### config.mk
export PLATFORM = sky130hd
export DESIGN_NAME = button_debouncer
export DESIGN_NICKNAME = d
export VERILOG_FILES = /design/src/rtl/button_debouncer_pkg.sv /design/src/rtl/sync_2ff.sv /design/src/rtl/button_debouncer.sv
export SDC_FILE = /design/constraint.sdc
export NUM_CORES = 1
export LEC_CHECK = 0
export ABC_AREA = 0
export CAP_MARGIN = 25
export CELL_PAD_IN_SITES_DETAIL_PLACEMENT = 1
export CELL_PAD_IN_SITES_GLOBAL_PLACEMENT = 2
export CORE_ASPECT_RATIO = 0.8
export CORE_MARGIN = 3
export CORE_UTILIZATION = 33
export CTS_BUF_LIST = sky130_fd_sc_hd__clkbuf_4 sky130_fd_sc_hd__clkbuf_8 sky130_fd_sc_hd__clkbuf_16
export CTS_CLUSTER_DIAMETER = 80
export CTS_CLUSTER_SIZE = 8
export DETAILED_ROUTE_END_ITERATION = 12
export PLACE_DENSITY = 0.69
export SETUP_SLACK_MARGIN = 0.3
export SYNTH_ARGS = -nofsm -noshare
export SYNTH_HDL_FRONTEND = slang
export SYNTH_SLANG_ARGS = --single-unit
### constraint.sdc
create_clock -name clk -period 2.2 [get_ports clk]
set_clock_uncertainty 0.1 [all_clocks]
set_input_delay 0.22 -clock clk [delete_from_list [all_inputs] [get_ports clk]]
set_output_delay 0.22 -clock clk [all_outputs]
set_load 0.02 [all_outputs]
### src/rtl/button_debouncer_pkg.sv
// ============================================================================
// Module      : button_debouncer_pkg
// Description : Shared state encodings for the button debouncer family.
//               The 2-bit values are fixed so that multi-button wrappers can
//               decode a debouncer state without knowing its internals.
// Revision    : 1.0 - initial release
// ============================================================================
`default_nettype none

package button_debouncer_pkg;

   // Debouncer FSM states; encodings are part of the shared contract.
   typedef enum logic [1:0] {
      ST_IDLE_LOW  = 2'd0,
      ST_WAIT_HIGH = 2'd1,
      ST_IDLE_HIGH = 2'd2,
      ST_WAIT_LOW  = 2'd3
   } state_e;

endpackage : button_debouncer_pkg

`default_nettype wire

### src/rtl/sync_2ff.sv
// ============================================================================
// Module      : sync_2ff
// Description : Two-flop synchronizer for a single asynchronous input bit.
//               No logic sits between the two flops so the first stage has
//               a full clock period to resolve metastability.
// Revision    : 1.0 - initial release
// ============================================================================
`default_nettype none

module sync_2ff (
   input  logic clk,
   input  logic rst_n,
   input  logic d_i,
   output logic q_o
);

   logic s1_q;
   logic s2_q;

   // Shift the asynchronous input through two flops; async clear to 0.
   always_ff @(posedge clk or negedge rst_n) begin
      if (!rst_n) begin
         s1_q <= 1'b0;
         s2_q <= 1'b0;
      end else begin
         s1_q <= d_i;
         s2_q <= s1_q;
      end
   end

   assign q_o = s2_q;

endmodule : sync_2ff

`default_nettype wire

### src/rtl/button_debouncer.sv
// ============================================================================
// Module      : button_debouncer
// Description : Turns a raw bouncing button level into a clean registered
//               level plus single-cycle rise/fall strobes. A new level is
//               accepted only after STABLE_CYCLES consecutive identical
//               synchronized samples; any shorter excursion is discarded.
// Revision    : 1.0 - initial release
// ============================================================================
`default_nettype none

module button_debouncer
   import button_debouncer_pkg::*;
#(
   parameter int STABLE_CYCLES = 50000
) (
   input  logic clk,
   input  logic rst_n,
   input  logic btn_in,
   output logic level_out,
   output logic rise_pulse,
   output logic fall_pulse,
   output logic busy
);

   // Counter is sized from STABLE_CYCLES and must not be set independently.
   localparam int                    CNT_WIDTH = $clog2(STABLE_CYCLES + 1);
   localparam logic [CNT_WIDTH-1:0]  CNT_LAST  = CNT_WIDTH'(STABLE_CYCLES - 1);
   localparam logic [CNT_WIDTH-1:0]  CNT_ONE   = CNT_WIDTH'(1);

   logic                 btn_sync;
   state_e               state_q, state_d;
   logic [CNT_WIDTH-1:0] cnt_q, cnt_d;
   logic                 level_q, level_d;
   logic                 rise_q, rise_d;
   logic                 fall_q, fall_d;
   logic                 busy_q, busy_d;

   sync_2ff u_sync (
      .clk   (clk),
      .rst_n (rst_n),
      .d_i   (btn_in),
      .q_o   (btn_sync)
   );

   // Qualification FSM: decide next state, counter and output values.
   always_comb begin
      state_d = state_q;
      cnt_d   = '0;
      level_d = level_q;
      rise_d  = 1'b0;
      fall_d  = 1'b0;
      unique case (state_q)
         ST_IDLE_LOW: begin
            if (btn_sync) begin
               state_d = ST_WAIT_HIGH;
               cnt_d   = CNT_ONE;
            end
         end
         ST_WAIT_HIGH: begin
            if (!btn_sync) begin
               // Bounce: drop the candidate, count restarts on next excursion.
               state_d = ST_IDLE_LOW;
            end else if (cnt_q == CNT_LAST) begin
               state_d = ST_IDLE_HIGH;
               level_d = 1'b1;
               rise_d  = 1'b1;
            end else begin
               cnt_d = cnt_q + CNT_ONE;
            end
         end
         ST_IDLE_HIGH: begin
            if (!btn_sync) begin
               state_d = ST_WAIT_LOW;
               cnt_d   = CNT_ONE;
            end
         end
         ST_WAIT_LOW: begin
            if (btn_sync) begin
               state_d = ST_IDLE_HIGH;
            end else if (cnt_q == CNT_LAST) begin
               state_d = ST_IDLE_LOW;
               level_d = 1'b0;
               fall_d  = 1'b1;
            end else begin
               cnt_d = cnt_q + CNT_ONE;
            end
         end
         default: begin
            state_d = ST_IDLE_LOW;
         end
      endcase
      busy_d = (state_d == ST_WAIT_HIGH) || (state_d == ST_WAIT_LOW);
   end

   // State, counter and all outputs registered together; async clear.
   always_ff @(posedge clk or negedge rst_n) begin
      if (!rst_n) begin
         state_q <= ST_IDLE_LOW;
         cnt_q   <= '0;
         level_q <= 1'b0;
         rise_q  <= 1'b0;
         fall_q  <= 1'b0;
         busy_q  <= 1'b0;
      end else begin
         state_q <= state_d;
         cnt_q   <= cnt_d;
         level_q <= level_d;
         rise_q  <= rise_d;
         fall_q  <= fall_d;
         busy_q  <= busy_d;
      end
   end

   assign level_out  = level_q;
   assign rise_pulse = rise_q;
   assign fall_pulse = fall_q;
   assign busy       = busy_q;

endmodule : button_debouncer

`default_nettype wire

==> results.md, run 1 <==
- Overall fraction of global-route tracks in use: 13.4%
- Fraction of synthesized cell area taken by the top area cell type: 54.4%
- Top cells by instance count after synthesis: sky130_fd_sc_hd__dfrtp_1, sky130_fd_sc_hd__nor2_1, sky130_fd_sc_hd__xnor2_1, sky130_fd_sc_hd__nor4_1
- Most frequently used flop master after synthesis: sky130_fd_sc_hd__dfrtp_1
- Crit-path cells: or4b_4, or4_4, mux2_4
- Row count: 17
- Fraction of final layout cells with drive strength greater than 1: 18.1%
- Hold WC Path Type: in -> async
- Top post-synthesis cells by area: sky130_fd_sc_hd__dfrtp_1, sky130_fd_sc_hd__xnor2_1, sky130_fd_sc_hd__nor2_1
- Ant. Diodes: 0
- Ys async rst share: 100%
- Library cell with the largest summed area after synthesis: sky130_fd_sc_hd__dfrtp_1
- Flip-flop and latch count after synthesis: 23
- Ports: 7
- Max_cap viols: 0
- Count of clock tree sinks: 23
- Hold Vio Cnt, Final: 0
- RSZ-0062 raised after global routing: yes
- Maximum ir drop on the vdd rail: 299 uV
- CTS Buf Count: 3
- Fill cell count: 332
- Worst R2R End: state_q[1]
- CTS H-tree depth: 1
- Dominant cell by count in the synthesized netlist: sky130_fd_sc_hd__dfrtp_1
- Number of buffers inserted by port buffering: 6
- Initial core utilization: 36.3%
- Weighted congestion at the end of routability-driven global placement: 0.712
- Number of DRC violations after detailed-routing iteration 0: 15
- Global-route wire length before repair: 4.14 mm
- Fin Setup TNS: 0 ns
- Final Max Slew Viols: 0
- Crit path arrival time: 2.11 ns
- Critical path launch point type: flop
- Maximum fanout count along the critical path: 4
- Outcome: complete, no violations
- Tmin final: 2.05 ns
- Vias per cell: 4.95
- Antenna violations before repair: 0
- Post-route cell area: 1280 um^2
- Instance area after placement: 1190 um^2
- Slowest stage cell on the critical path: sky130_fd_sc_hd__or4_4
- Library cell used as clock root buffer: sky130_fd_sc_hd__clkbuf_8
- Final period utilization: 93.2%
- Die footprint: 3920 um^2
- Clock-pin slew on the worst setup and hold paths: 0.08 ns
- Maximum count of clock buffers along a single path: 2
- Insertion delay of the later-clocked pin in the worst-skew pair: 0.27 ns
- Sequential cell area fraction in the yosys report: 54.4%
- Leakage component of the power: 0.000514 uW
- Yosys Warn Count: 0
- Layout overhead on the synthesized area: 21.2%
- Synth Net Count: 102
- Routed wire length: 2.26 mm
- # hold bufs at CTS: 0
- Via total after detailed routing: 762
- Max incr delay on CP: 0.60 ns
- Slew of the pin with the lowest slew margin: 0.410 ns
- R2r startpoint: cnt_q[11]
- Crit Path Category: reg -> reg
- Required time at the worst-slack endpoint: 2.26 ns
- Maximum number of pins on one net before global-route repair: 24
- PwrDens: 569 nW/um^2
- Overflow after GRT: 0
- Antenna Violating Nets Remaining: 0
- Area of the placeable core: 2910 um^2
- Worst-case reg-to-reg path depth: 3
- Slack of the worst reg-to-reg path: 0.15 ns
- Half-perimeter wire length after detailed placement: 1.59 mm
- CTS tree: done
- Count of final setup violators: 0
- Post-Synthesis Cell Area: 1060 um^2
- Vias in the first global route: 827
- Kind of capture point of the worst setup path: flop
- Horiz. Die Dim: 69.3 um
- Final #Nets: 121
- Post-synth EDFFs: 0
- DRT Pass-1 Iters: 2
- Detail-routed net length per standard cell: 14.7 um
- Remaining DRCs: 0
- Number of different library cells in the post-synthesis netlist: 25
- Maximum frequency from static timing analysis: 488 MHz
- Y dimension of the die: 56.6 um
- Gate count after technology mapping: 98
- Post-Syn Area per Cell: 10.8 um^2
- Slew headroom: 72.4%
==> how the worst max path moves through the flow <==
stage          depth (start not counted)          to      start
6_report                               3  state_q[1]  cnt_q[11]
5_1_grt                                3  state_q[1]  cnt_q[11]
4_1_cts                                3  state_q[1]  cnt_q[11]
3_5_place_dp                           3  state_q[1]   cnt_q[5]
3_3_place_gp                           3  state_q[1]   cnt_q[7]
2_1_floorplan                          3  state_q[1]   cnt_q[5]
==> registers in the layout (all words and copies together), names as in the netlist <==
register     count
state_q          2
rise_pulse       1
cnt_q           16
fall_pulse       1
u_sync.s1_q      1
u_sync.q_o       1
level_out        1
==> per-layer routing <==
layer / vias to the layer above / GRT usage (%) / wire, um
li1: 372 / - / -
met1: 378 / 17.5 / 1100
met2: 7 / 21.5 / 1070
met3: 5 / 4.11 / 69
met4: 0 / 4.18 / 25
met5: - / 0 / 0
==> placed cells by master, fill, tap and decap left out <==
cell type / n
sky130_fd_sc_hd__dfrtp_1: 23
sky130_fd_sc_hd__nor2_1: 18
sky130_fd_sc_hd__xnor2_1: 14
sky130_fd_sc_hd__buf_4: 10
sky130_fd_sc_hd__nor4_1: 6
sky130_fd_sc_hd__clkdlybuf4s50_1: 6
sky130_fd_sc_hd__inv_1: 5
sky130_fd_sc_hd__nand4_1: 4
sky130_fd_sc_hd__nor3_1: 4
sky130_fd_sc_hd__nand3_1: 4
sky130_fd_sc_hd__nand2_1: 3
sky130_fd_sc_hd__clkbuf_8: 3
sky130_fd_sc_hd__or4b_4: 2
sky130_fd_sc_hd__nand4b_1: 1
sky130_fd_sc_hd__nand3_2: 1
sky130_fd_sc_hd__a21oi_1: 1
sky130_fd_sc_hd__or3b_1: 1
sky130_fd_sc_hd__o21a_1: 1
sky130_fd_sc_hd__xor2_1: 1
sky130_fd_sc_hd__or4_4: 1
sky130_fd_sc_hd__mux2_4: 1
sky130_fd_sc_hd__nor3b_2: 1
sky130_fd_sc_hd__nor3_2: 1
sky130_fd_sc_hd__a21boi_0: 1
sky130_fd_sc_hd__a211o_1: 1
sky130_fd_sc_hd__ha_1: 1
sky130_fd_sc_hd__clkinv_2: 1
==> worst max-delay path, delay by kind of cell, from the launching register on <==
kind / cells / cell delay (ns)
AND/OR/NAND/NOR: 2 / 1.14
flip-flops: 1 / 0.39
multiplexers: 1 / 0.32
==> per-stage QoR <==
step | hold slack [ns] | utilization [%] | worst slack (ns) | std cells | total power, uW
2_1_floorplan | -0.176 | - | 0.178 | 98 | 455
3_3_place_gp | 0.234 | 40.9 | 0.150 | 146 | 473
3_5_place_dp | 0.257 | 40.9 | 0.117 | 146 | 474
4_1_cts | 0.215 | 43.5 | 0.157 | 153 | 743
5_1_grt | 0.249 | 44.0 | 0.122 | 154 | 761
6_report | 0.202 | 44.0 | 0.149 | 154 | 729
==> cells by family after synthesis <==
family | after synthesis | share of synthesized area [%]
mux | 1 | 1.42
buf+inv | 7 | 3.55
simple gates | 47 | 24.3
compound gates | 4 | 2.72
flops | 23 | 54.4
fa+ha+maj | 1 | 1.18
xor+xnor | 15 | 12.4
==> area by class of cell <==
cell class | count | area, um^2 | area share [%]
clock buffers | 3 | 41.3 | 3.22
clock inverters | 1 | 5.00 | 0.391
inverters | 5 | 18.8 | 1.46
multi-input cells | 68 | 458 | 35.7
flip-flops and latches | 23 | 576 | 44.9
well taps | 38 | 47.5 | 3.71
repair buffers | 16 | 135 | 10.5
==> where the power goes <==
part | switching [uW] | total, uW | internal (uW) | leakage, uW
Sequential | 5.46 | 433 | 427 | 0.000312
Combinational | 19.0 | 31.6 | 12.6 | 0.000176
Clock | 137 | 264 | 127 | 0.0000255
Total | 162 | 729 | 567 | 0.000514
==> repair_timing <==
item / in CTS / in global routing
pin swaps: 2 / 1
setup endpoints to repair: 19 / 19
setup buffers: 3 / 1
resized for setup: 2 / 1
Power figures use the tool's default switching activity.
==> run 2: changes to the inputs <==
--- a/config.mk
+++ b/config.mk
@@ -16,6 +16,7 @@
 export CTS_CLUSTER_DIAMETER = 80
 export CTS_CLUSTER_SIZE = 8
 export DETAILED_ROUTE_END_ITERATION = 12
+export GPL_ROUTABILITY_DRIVEN = 0
 export PLACE_DENSITY = 0.69
 export SETUP_SLACK_MARGIN = 0.3
 export SYNTH_ARGS = -nofsm -noshare
==> results of run 2 <==
The final DEF is identical to that of run 1; final timing and power are the same.
==> run 3: changes to the inputs <==
--- a/config.mk
+++ b/config.mk
@@ -5,19 +5,18 @@
 export SDC_FILE = /design/constraint.sdc
 export NUM_CORES = 1
 export LEC_CHECK = 0
-export ABC_AREA = 0
 export CAP_MARGIN = 25
 export CELL_PAD_IN_SITES_DETAIL_PLACEMENT = 1
 export CELL_PAD_IN_SITES_GLOBAL_PLACEMENT = 2
 export CORE_ASPECT_RATIO = 0.8
 export CORE_MARGIN = 3
-export CORE_UTILIZATION = 33
-export CTS_BUF_LIST = sky130_fd_sc_hd__clkbuf_4 sky130_fd_sc_hd__clkbuf_8 sky130_fd_sc_hd__clkbuf_16
+export CORE_UTILIZATION = 36
+export CTS_BUF_LIST = sky130_fd_sc_hd__clkbuf_4
 export CTS_CLUSTER_DIAMETER = 80
 export CTS_CLUSTER_SIZE = 8
 export DETAILED_ROUTE_END_ITERATION = 12
 export GPL_ROUTABILITY_DRIVEN = 0
-export PLACE_DENSITY = 0.69
+export PLACE_DENSITY = 0.75
 export SETUP_SLACK_MARGIN = 0.3
 export SYNTH_ARGS = -nofsm -noshare
 export SYNTH_HDL_FRONTEND = slang
==> results.md, run 3 (same netlist as run 1, synthesis figures left out) <==
- Insertion delay of the later-clocked pin in the worst-skew pair: 0.32 ns (+0.05 ns)
- Overflow after GRT: 0 (unchanged)
- Switching share of total power: 22.7% (+0.44 points)
- Combinational fraction of design power: 4.8% (+0.5 points)
- Remaining DRCs: 0 (unchanged)
- Maximum frequency from static timing analysis: 506 MHz (+3.9%)
- Multi-input gate area: 454 um^2 (-0.82%)
- Number of DRC violations after detailed-routing iteration 0: 18 (+3)
- Number of buffers inserted by port buffering: 6 (unchanged)
- Slack of the worst reg-to-reg path: 0.23 ns (+0.08 ns)
- Detail-routed net length per standard cell: 14.4 um (-2.2%)
- Max incr delay on CP: 0.54 ns (-0.06 ns)
- Maximum ir drop on the vdd rail: 299 uV (-0.10%)
- Critical path launch point type: flop
- Required time at the worst-slack endpoint: 2.33 ns (+0.07 ns)
- CTS H-tree depth: 1 (unchanged)
- Maximum fanout count along the critical path: 4 (unchanged)
- Ports: 7 (unchanged)
- Half-perimeter wire length after detailed placement: 1.57 mm (-0.87%)
- Antenna Violating Nets Remaining: 0 (unchanged)
- Net switching power: 154 uW (-4.9%)
- Layout overhead on the synthesized area: 22.4%
- Kind of capture point of the worst setup path: flop
- Crit-path cells: or4b_4, or4_4, mux2_4
- Fill cell count: 298 (-10%)
- Leakage component of the power: 0.000529 uW (+2.8%)
- Routed wire length: 2.23 mm (-1.5%)
- Library cell used as clock root buffer: sky130_fd_sc_hd__clkbuf_4
- Vias in the first global route: 834 (+0.85%)
- DRT Pass-1 Iters: 2 (unchanged)
- RSZ-0062 raised after global routing: yes
- Vias per cell: 5.01 (+1.2%)
- Crit Path Category: reg -> reg
- Registers with the most flip-flops: cnt_q (16), state_q (2)
- Tmin final: 1.97 ns (-0.0763 ns)
- Commonest cells after routing, fill and taps aside: sky130_fd_sc_hd__dfrtp_1, sky130_fd_sc_hd__nor2_1, sky130_fd_sc_hd__xnor2_1, sky130_fd_sc_hd__buf_4, sky130_fd_sc_hd__clkdlybuf4s50_1
- Final standard cell utilization of the core: 49.3% (+5.4 points)
- Fraction of power consumed by the clock network: 31.4% (-4.8 points)
- Maximum count of clock buffers along a single path: 2 (unchanged)
- Max_cap viols: 0 (unchanged)
- Area of the placeable core: 2620 um^2 (-10%)
- Register with the most flip-flops: cnt_q
- Y dimension of the die: 54.5 um (-3.8%)
- Global-route wire length before repair: 4.18 mm (+0.99%)
- PwrDens: 525 nW/um^2 (-7.7%)
- Clock-pin slew on the worst setup and hold paths: 0.12 ns (+0.04 ns)
- Outcome: complete, no violations
- Hold Vio Cnt, Final: 0 (unchanged)
- Ant. Diodes: 0 (unchanged)
- Fraction of final layout cells with drive strength greater than 1: 19.3% (+1.2 points)
- Cell-internal power: 525 uW (-7.3%)
- Slew of the pin with the lowest slew margin: 0.408 ns (-0.00210 ns)
- Count of final setup violators: 0 (unchanged)
- Overall fraction of global-route tracks in use: 16.3% (+2.9 points)
- Sequential cell area: 576 um^2 (unchanged)
- Hold WC Path Type: in -> async
- Count of clock tree sinks: 23 (unchanged)
- Maximum number of pins on one net before global-route repair: 24 (unchanged)
- Die footprint: 3630 um^2 (-7.5%)
- Row count: 16 (-1)
- Final period utilization: 89.8% (-3.5 points)
- Antenna violations before repair: 0 (unchanged)
- Horiz. Die Dim: 66.6 um (-3.9%)
- Number of flip-flops under the largest register name: 16 (unchanged)
- Fin Setup TNS: 0 ns (unchanged)
- Initial core utilization: 40.3% (+4.0 points)
- Crit path arrival time: 2.10 ns (about the same)
- CTS Buf Count: 3 (unchanged)
- Sequential share of power: 63.8% (+4.4 points)
- Slew headroom: 72.5% (+0.14 points)
- Slowest stage cell on the critical path: sky130_fd_sc_hd__or4b_4
- Via total after detailed routing: 776 (+1.8%)
- Most common cell after layout, fill and taps aside: sky130_fd_sc_hd__dfrtp_1
- Final Max Slew Viols: 0 (unchanged)
- Final #Nets: 124 (+2.5%)
- CTS tree: done
[run 3: changes by cell type in the layout (fill, tap and decap cells not counted), sizes merged]
| cell | delta |
|---|---|
| clkbuf | +1 |
| clkinv | -1 |
| buf | +3 |
[run 3: layout make-up]
class                      count  area share (%)
clock buffer                   4            2.32
timing repair buffer          19            13.2
multi-input combinational     68            35.1
tap                           36            3.48
sequential                    23            44.5
inverter                       5            1.45
[run 3: power by group through the flow]
stage                     sequential (uW)  combinational [uW]  clock (uW)
final                                 433                32.7         213
after global routing                  434                37.7         249
after CTS                             433                34.3         225
after detailed placement              441                34.2           0
after global placement                441                34.0           0
after floorplan                       441                13.6           0
[run 3: what timing repair did]
item | in CTS | in global routing
hold buffers | 0 | 0
setup endpoints to repair | 20 | 20
pin swaps | 2 | 1
gates resized for setup | 1 | 1
buffers inserted | 5 | 2
[run 3: through the flow]
stage,cell area [um^2],cells,worst slack [ns],total power [uW],hold WS [ns]
after global placement,1200,144,0.151,475,0.234
after floorplan,1060,98,0.178,455,-0.176
final,1290,155,0.225,679,0.135
after detailed placement,1200,144,0.124,476,0.249
after global routing,1290,155,0.188,721,0.136
after CTS,1270,153,0.207,693,0.138
[run 3: critical path, delay by kind of cell, from the launching register on]
family	cells	cell delay, ns
AND/OR/NAND/NOR	2	1.07
flip-flops	1	0.39
multiplexers	1	0.31
[run 3: final timing paths]
check,startpoint,end,depth (start not counted)
setup / recovery,cnt_q[5],state_q[1],3
hold / removal,rst_n,fall_pulse,2
setup reg to reg,cnt_q[5],state_q[1],3
hold reg to reg,u_sync.s1_q,u_sync.q_o,0
max in group asynchronous,rst_n,cnt_q[13],2
min in group clk,btn_in,u_sync.s1_q,1
[run 3: per-layer routing]
layer  vias up  track usage [%]  wire length (um)
met5         -                0                 0
met4         0             7.09                40
met3         5             4.93                80
met2        10             24.7              1020
met1       380             21.8              1090
li1        381                -                 -
